<file path="src/rtl/uart_cmd_parser.sv">
// UART command-line parser: buffers CR/LF-terminated ASCII lines and decodes them into control
// pulses. Define UART_ECHO_EN to echo every received byte on tx_data/tx_start.
module uart_cmd_parser #(
  parameter int unsigned MAX_LEN     = 4,
  parameter int unsigned TIMEOUT_CYC = 100_000_000
) (
  input  logic       clk,
  input  logic       rst,
  input  logic [7:0] rx_data,
  input  logic       rx_done,
  output logic       cmd_run,
  output logic       cmd_clr,
  output logic       cmd_temp,
  output logic       cmd_dist,
  output logic       cmd_mode,
  output logic [1:0] mode_sel,
  output logic       cmd_err,
  output logic       busy,
  output logic [7:0] tx_data,
  output logic       tx_start,
  input  logic       tx_busy
);

  localparam int unsigned LenW = $clog2(MAX_LEN + 1);

  typedef enum logic [1:0] {StIdle, StRecv, StDiscard, StExec} state_e;

  state_e                  state_q, state_d;
  logic [LenW-1:0]         len_q, len_d;
  logic [MAX_LEN-1:0][7:0] buf_q, buf_d;
  logic [31:0]             tmo_q, tmo_d;
  logic                    run_q, run_d, clr_q, clr_d, temp_q, temp_d;
  logic                    dist_q, dist_d, mode_q, mode_d, err_q, err_d;
  logic [1:0]              sel_q, sel_d;

  logic       is_term;
  logic [7:0] rx_up;
  logic       tmo_hit;

  always_comb begin
    is_term = (rx_data == 8'h0D) || (rx_data == 8'h0A);
    rx_up   = (rx_data >= 8'h61 && rx_data <= 8'h7A) ? rx_data - 8'h20 : rx_data;
    // A byte arriving in the deciding cycle rescues the line.
    tmo_hit = (TIMEOUT_CYC != 0) && !rx_done && (tmo_q == TIMEOUT_CYC - 1);

    state_d = state_q;
    len_d   = len_q;
    buf_d   = buf_q;
    tmo_d   = tmo_q;
    sel_d   = sel_q;
    run_d   = 1'b0;
    clr_d   = 1'b0;
    temp_d  = 1'b0;
    dist_d  = 1'b0;
    mode_d  = 1'b0;
    err_d   = 1'b0;

    unique case (state_q)
      StIdle: begin
        tmo_d = '0;
        if (rx_done && !is_term) begin
          buf_d[0] = rx_up;
          len_d    = LenW'(1);
          state_d  = StRecv;
        end
      end
      StRecv: begin
        if (rx_done) begin
          tmo_d = '0;
          if (is_term) begin
            state_d = StExec;
          end else if (len_q == LenW'(MAX_LEN)) begin
            state_d = StDiscard;
          end else begin
            for (int unsigned i = 0; i < MAX_LEN; i++) begin
              if (len_q == LenW'(i)) buf_d[i] = rx_up;
            end
            len_d = len_q + 1'b1;
          end
        end else if (tmo_hit) begin
          err_d   = 1'b1;
          state_d = StIdle;
          len_d   = '0;
          tmo_d   = '0;
        end else if (TIMEOUT_CYC != 0) begin
          tmo_d = tmo_q + 32'd1;
        end
      end
      StDiscard: begin
        if (rx_done) begin
          tmo_d = '0;
          if (is_term) begin
            err_d   = 1'b1;
            state_d = StIdle;
            len_d   = '0;
          end
        end else if (tmo_hit) begin
          err_d   = 1'b1;
          state_d = StIdle;
          len_d   = '0;
          tmo_d   = '0;
        end else if (TIMEOUT_CYC != 0) begin
          tmo_d = tmo_q + 32'd1;
        end
      end
      StExec: begin
        if (len_q == LenW'(1)) begin
          case (buf_q[0])
            8'h52:   run_d  = 1'b1;
            8'h43:   clr_d  = 1'b1;
            8'h54:   temp_d = 1'b1;
            8'h44:   dist_d = 1'b1;
            default: err_d  = 1'b1;
          endcase
        end else if (len_q == LenW'(2) && buf_q[0] == 8'h4D &&
                     buf_q[1] >= 8'h30 && buf_q[1] <= 8'h33) begin
          sel_d  = buf_q[1][1:0];
          mode_d = 1'b1;
        end else begin
          err_d = 1'b1;
        end
        state_d = StIdle;
        len_d   = '0;
        tmo_d   = '0;
        // A byte landing in the decode cycle opens the next line immediately.
        if (rx_done && !is_term) begin
          buf_d[0] = rx_up;
          len_d    = LenW'(1);
          state_d  = StRecv;
        end
      end
      default: state_d = StIdle;
    endcase
  end

  always_ff @(posedge clk or negedge rst) begin
    if (!rst) begin
      state_q <= StIdle;
      len_q   <= '0;
      buf_q   <= '0;
      tmo_q   <= '0;
      sel_q   <= 2'd0;
      run_q   <= 1'b0;
      clr_q   <= 1'b0;
      temp_q  <= 1'b0;
      dist_q  <= 1'b0;
      mode_q  <= 1'b0;
      err_q   <= 1'b0;
    end else begin
      state_q <= state_d;
      len_q   <= len_d;
      buf_q   <= buf_d;
      tmo_q   <= tmo_d;
      sel_q   <= sel_d;
      run_q   <= run_d;
      clr_q   <= clr_d;
      temp_q  <= temp_d;
      dist_q  <= dist_d;
      mode_q  <= mode_d;
      err_q   <= err_d;
    end
  end

  assign cmd_run  = run_q;
  assign cmd_clr  = clr_q;
  assign cmd_temp = temp_q;
  assign cmd_dist = dist_q;
  assign cmd_mode = mode_q;
  assign cmd_err  = err_q;
  assign mode_sel = sel_q;
  assign busy     = (state_q != StIdle);

`ifdef UART_ECHO_EN
  logic [7:0] tx_data_q, tx_data_d;
  logic       tx_start_q, tx_start_d;

  always_comb begin
    tx_start_d = rx_done && !tx_busy;
    tx_data_d  = tx_start_d ? rx_data : tx_data_q;
  end

  always_ff @(posedge clk or negedge rst) begin
    if (!rst) begin
      tx_data_q  <= '0;
      tx_start_q <= 1'b0;
    end else begin
      tx_data_q  <= tx_data_d;
      tx_start_q <= tx_start_d;
    end
  end

  assign tx_data  = tx_data_q;
  assign tx_start = tx_start_q;
`else
  logic unused_tx_busy;
  assign unused_tx_busy = tx_busy;
  assign tx_data        = '0;
  assign tx_start       = 1'b0;
`endif

endmodule

</file>
<file path="config.mk">
export PLATFORM = sky130hd
export DESIGN_NAME = uart_cmd_parser
export DESIGN_NICKNAME = d
export VERILOG_FILES = /design/src/rtl/uart_cmd_parser.sv
export SDC_FILE = /design/constraint.sdc
export NUM_CORES = 1
export LEC_CHECK = 0
export CAP_MARGIN = 25
export CORE_ASPECT_RATIO = 1.4
export CORE_MARGIN = 4
export CORE_UTILIZATION = 58
export DETAILED_ROUTE_END_ITERATION = 12
export GPL_ROUTABILITY_DRIVEN = 1
export PLACE_DENSITY = 0.8
export SYNTH_ARGS = -nofsm -noshare
export SYNTH_HDL_FRONTEND = slang
export SYNTH_SLANG_ARGS = --single-unit
</file>
<file path="constraint.sdc">
create_clock -name clk -period 3.15 [get_ports clk]
set_clock_uncertainty 0.1 [all_clocks]
set_input_delay 0.63 -clock clk [delete_from_list [all_inputs] [get_ports clk]]
set_output_delay 0.63 -clock clk [all_outputs]
set_load 0.005 [all_outputs]
</file>
==> flow_metrics.env <==
export IMPL_antenna_cells=0
export IMPL_synth_area_top_cells="dfrtp_1 (46%), mux2_2 (6.1%), xor2_1 (5.0%)"
export IMPL_maxSlewViolCount=0
export IMPL_slowest_delay_ps=550
export IMPL_synth_top_family_by_area="simple AND/OR/NAND/NOR gates"
export IMPL_cp_required_ps=3280
export IMPL_ys_seq_elements=61
export IMPL_slew_headroom_pct=52.31
export IMPL_fin_nets=379
export IMPL_syn_area_per_cell_sq_um=10.19
export IMPL_first_iter_violations=95
export IMPL_hold_viol_final=0
export IMPL_cts_root_buf="clkbuf_8"
export IMPL_synth_seq_area_share_pct=45.66
export IMPL_post_cts_setup_buffers=0
export IMPL_critical_path_max_fanout=8
export IMPL_async_flop_share_pct=100.0
export IMPL_critPathLaunchType="input port"
export IMPL_yosys_area_share_adder_pct=4.117
export IMPL_syn_inst=328
export IMPL_routed_via_density=5.739
export IMPL_die_h_um=97.83
export IMPL_power_density_mw_per_mm2=678.8
export IMPL_syn2layout_area_growth_pct=13.17
export IMPL_fillCellCount=454
export IMPL_synth_edf_count=0
export IMPL_min_path_type="in -> async"
export IMPL_cts_htree_levels=3
export IMPL_core_sq_mm=0.005565
export IMPL_wl_um=6658
export IMPL_place_gp_congestion=0.8443
export IMPL_fin_setup_tns_ps=0
export IMPL_io_pin_count=30
export IMPL_yosysMostFrequentCell="dfrtp_1"
export IMPL_grt_antenna_before_repair=0
export IMPL_ir_drop_mv=0.4489
export IMPL_drc_errors=0
export IMPL_leakagePower_nw=1.654
export IMPL_maxCapViolations=0
export IMPL_avgRoutedWirePerCell_um=15.52
export IMPL_synth_area_sq_mm=0.003343
export IMPL_synthMuxAreaShare_pct=6.063
export IMPL_grt_pass1_vias=2562
export IMPL_die_w_um=72.17
export IMPL_yosys_area_share_simple_pct=23.65
export IMPL_crit_chain="clkdlybuf4s50_1, nor3b_1, o211ai_1, and2_1, nand2_1, mux2_2"
export IMPL_cp_end_kind="flop"
export IMPL_drive_above_1_share_pct=16.62
export IMPL_grt_max_degree=35
export IMPL_period_share_pct=80.36
export IMPL_synthFlopType="dfrtp_1"
export IMPL_clock_latency_ps=350
export IMPL_dp_final_hpwl_um=4808
export IMPL_path_clk_slew_ps=70
export IMPL_grt_util_all_layers_pct=21.01
export IMPL_numClockSinks=61
export IMPL_yosys_warnings=0
export IMPL_r2r_cells=7
export IMPL_die_area_sq_mm=0.007060
export IMPL_synth_common_cells="dfrtp_1 (61), nor2_1 (32), nand2_1 (21), xor2_1 (19), mux2_2 (18)"
export IMPL_synth_distinct_cells=54
export IMPL_drtPass1Iterations=4
export IMPL_cts_resized=0
export IMPL_synth_compound_area_share_pct=7.148
export IMPL_dp_cells=413
export IMPL_worst_pin_slew_ps=709.9
export IMPL_grt_overflow=0
export IMPL_yosys_area_top_type_share_pct=45.66
export IMPL_status="complete, no violations"
export IMPL_portBuffers=19
export IMPL_synth_top_area_cell="dfrtp_1"
export IMPL_finalCriticalPeriod_ps=2531
export IMPL_postRouteAntennaNets=0
export IMPL_setup_viol=0
export IMPL_cts_max_path_buffers=2
export IMPL_hold_buffers=0
export IMPL_vias=2462
export IMPL_fmax_mhz=395.1
export IMPL_worst_setup_path_type="in -> reg"
export IMPL_initial_utilization_pct=60.07
export IMPL_cts_buffers=9
export IMPL_cp_arrival_ps=2660
export IMPL_layout_cells_non_filler=429
export IMPL_critPathSlowestCell="clkdlybuf4s50_1"
export IMPL_synthXorXnorAreaFrac_pct=7.597
export IMPL_grt_pass1_wl_um=11710
export IMPL_grt_setup_unrepaired="no"
export IMPL_cts_tree="yes"
export IMPL_rows=32
-- critical path: cells and delay by family --
kind	cells	cell delay (ps)
buf+inv	1	550
simple gates	3	880
compound gates	1	210
mux	1	390
-- kinds of logic after synthesis --
family,after synthesis
compound gates,36
flops,61
xor+xnor,29
mux,18
other cells,1
simple gates,141
buf+inv,31
fa+ha+maj,11
-- flip-flops by register name, summed over array words and instances (netlist names), 2 cells and up --
signal    cells
tmo_q        32
state_q       2
mode_sel      2
len_q         3
buf_q        16
-- layout make-up --
cell class              instances  area, sq um  share of cell area (%)
multi-input cells             244         1658                   43.82
flip-flops and latches         61         1526                   40.34
repair buffers                 26        237.7                   6.283
clock buffers                   9        123.9                   3.274
clock inverters                 7        100.1                   2.646
well taps                      68        85.08                   2.249
inverters                      14        52.55                   1.389
-- layer usage --
layer	track usage (%)	vias up	share of wire [%]
li1	-	1194	-
met5	0	-	0
met3	3.913	16	3.5
met1	24.29	1204	40
met4	11.72	0	3.2
met2	35.72	48	53
-- power by group --
group          switching (mW)  total, mW  internal [mW]
clock                   0.325      0.774          0.449
sequential              0.126       1.06          0.929
combinational           0.392      0.739          0.347
-- cell usage in the layout, fill, tap and decap left out, types with 6 or more instances in the layout --
cell type	count
mux2_2	18
inv_1	14
xnor2_1	10
dfrtp_1	61
nor3_1	7
nand2_1	21
nor4_1	7
clkdlybuf4s50_1	18
and3_1	6
a21oi_1	9
o21ai_0	7
conb_1	9
xor2_1	19
nand3_1	15
ha_1	11
nor2_2	9
clkbuf_8	9
buf_4	7
nor2_1	32
nand4_1	9
-- path summary, 6_finish.rpt --
path | slack, ps | to | startpoint
max | 620 | buf_q[5] | rx_data[3]
max in group asynchronous | 2250 | tmo_q[2] | rst
min in group clk | 400 | buf_q[6] | buf_q[6]
min | 20 | buf_q[1] | rst
min reg2reg | 400 | buf_q[6] | buf_q[6]
max reg2reg | 630 | tmo_q[2] | tmo_q[12]
-- per-stage QoR --
stage / hold slack, ps / utilization, % / worst slack, ps / area, sq um / power (mW)
CTS: 18.59 / 67.99 / 616.6 / 3784 / 2.580
floorplan: 234.4 / - / 929.3 / 3373 / 1.643
detailed placement: 386.1 / 63.96 / 260.9 / 3560 / 1.807
global route: 27.24 / 67.99 / 449.8 / 3784 / 2.719
finish: 20.85 / 67.99 / 618.7 / 3784 / 2.568
global placement: 381.1 / 63.96 / 333.7 / 3560 / 1.771
No activity file was read; power rests on OpenSTA's default activity.
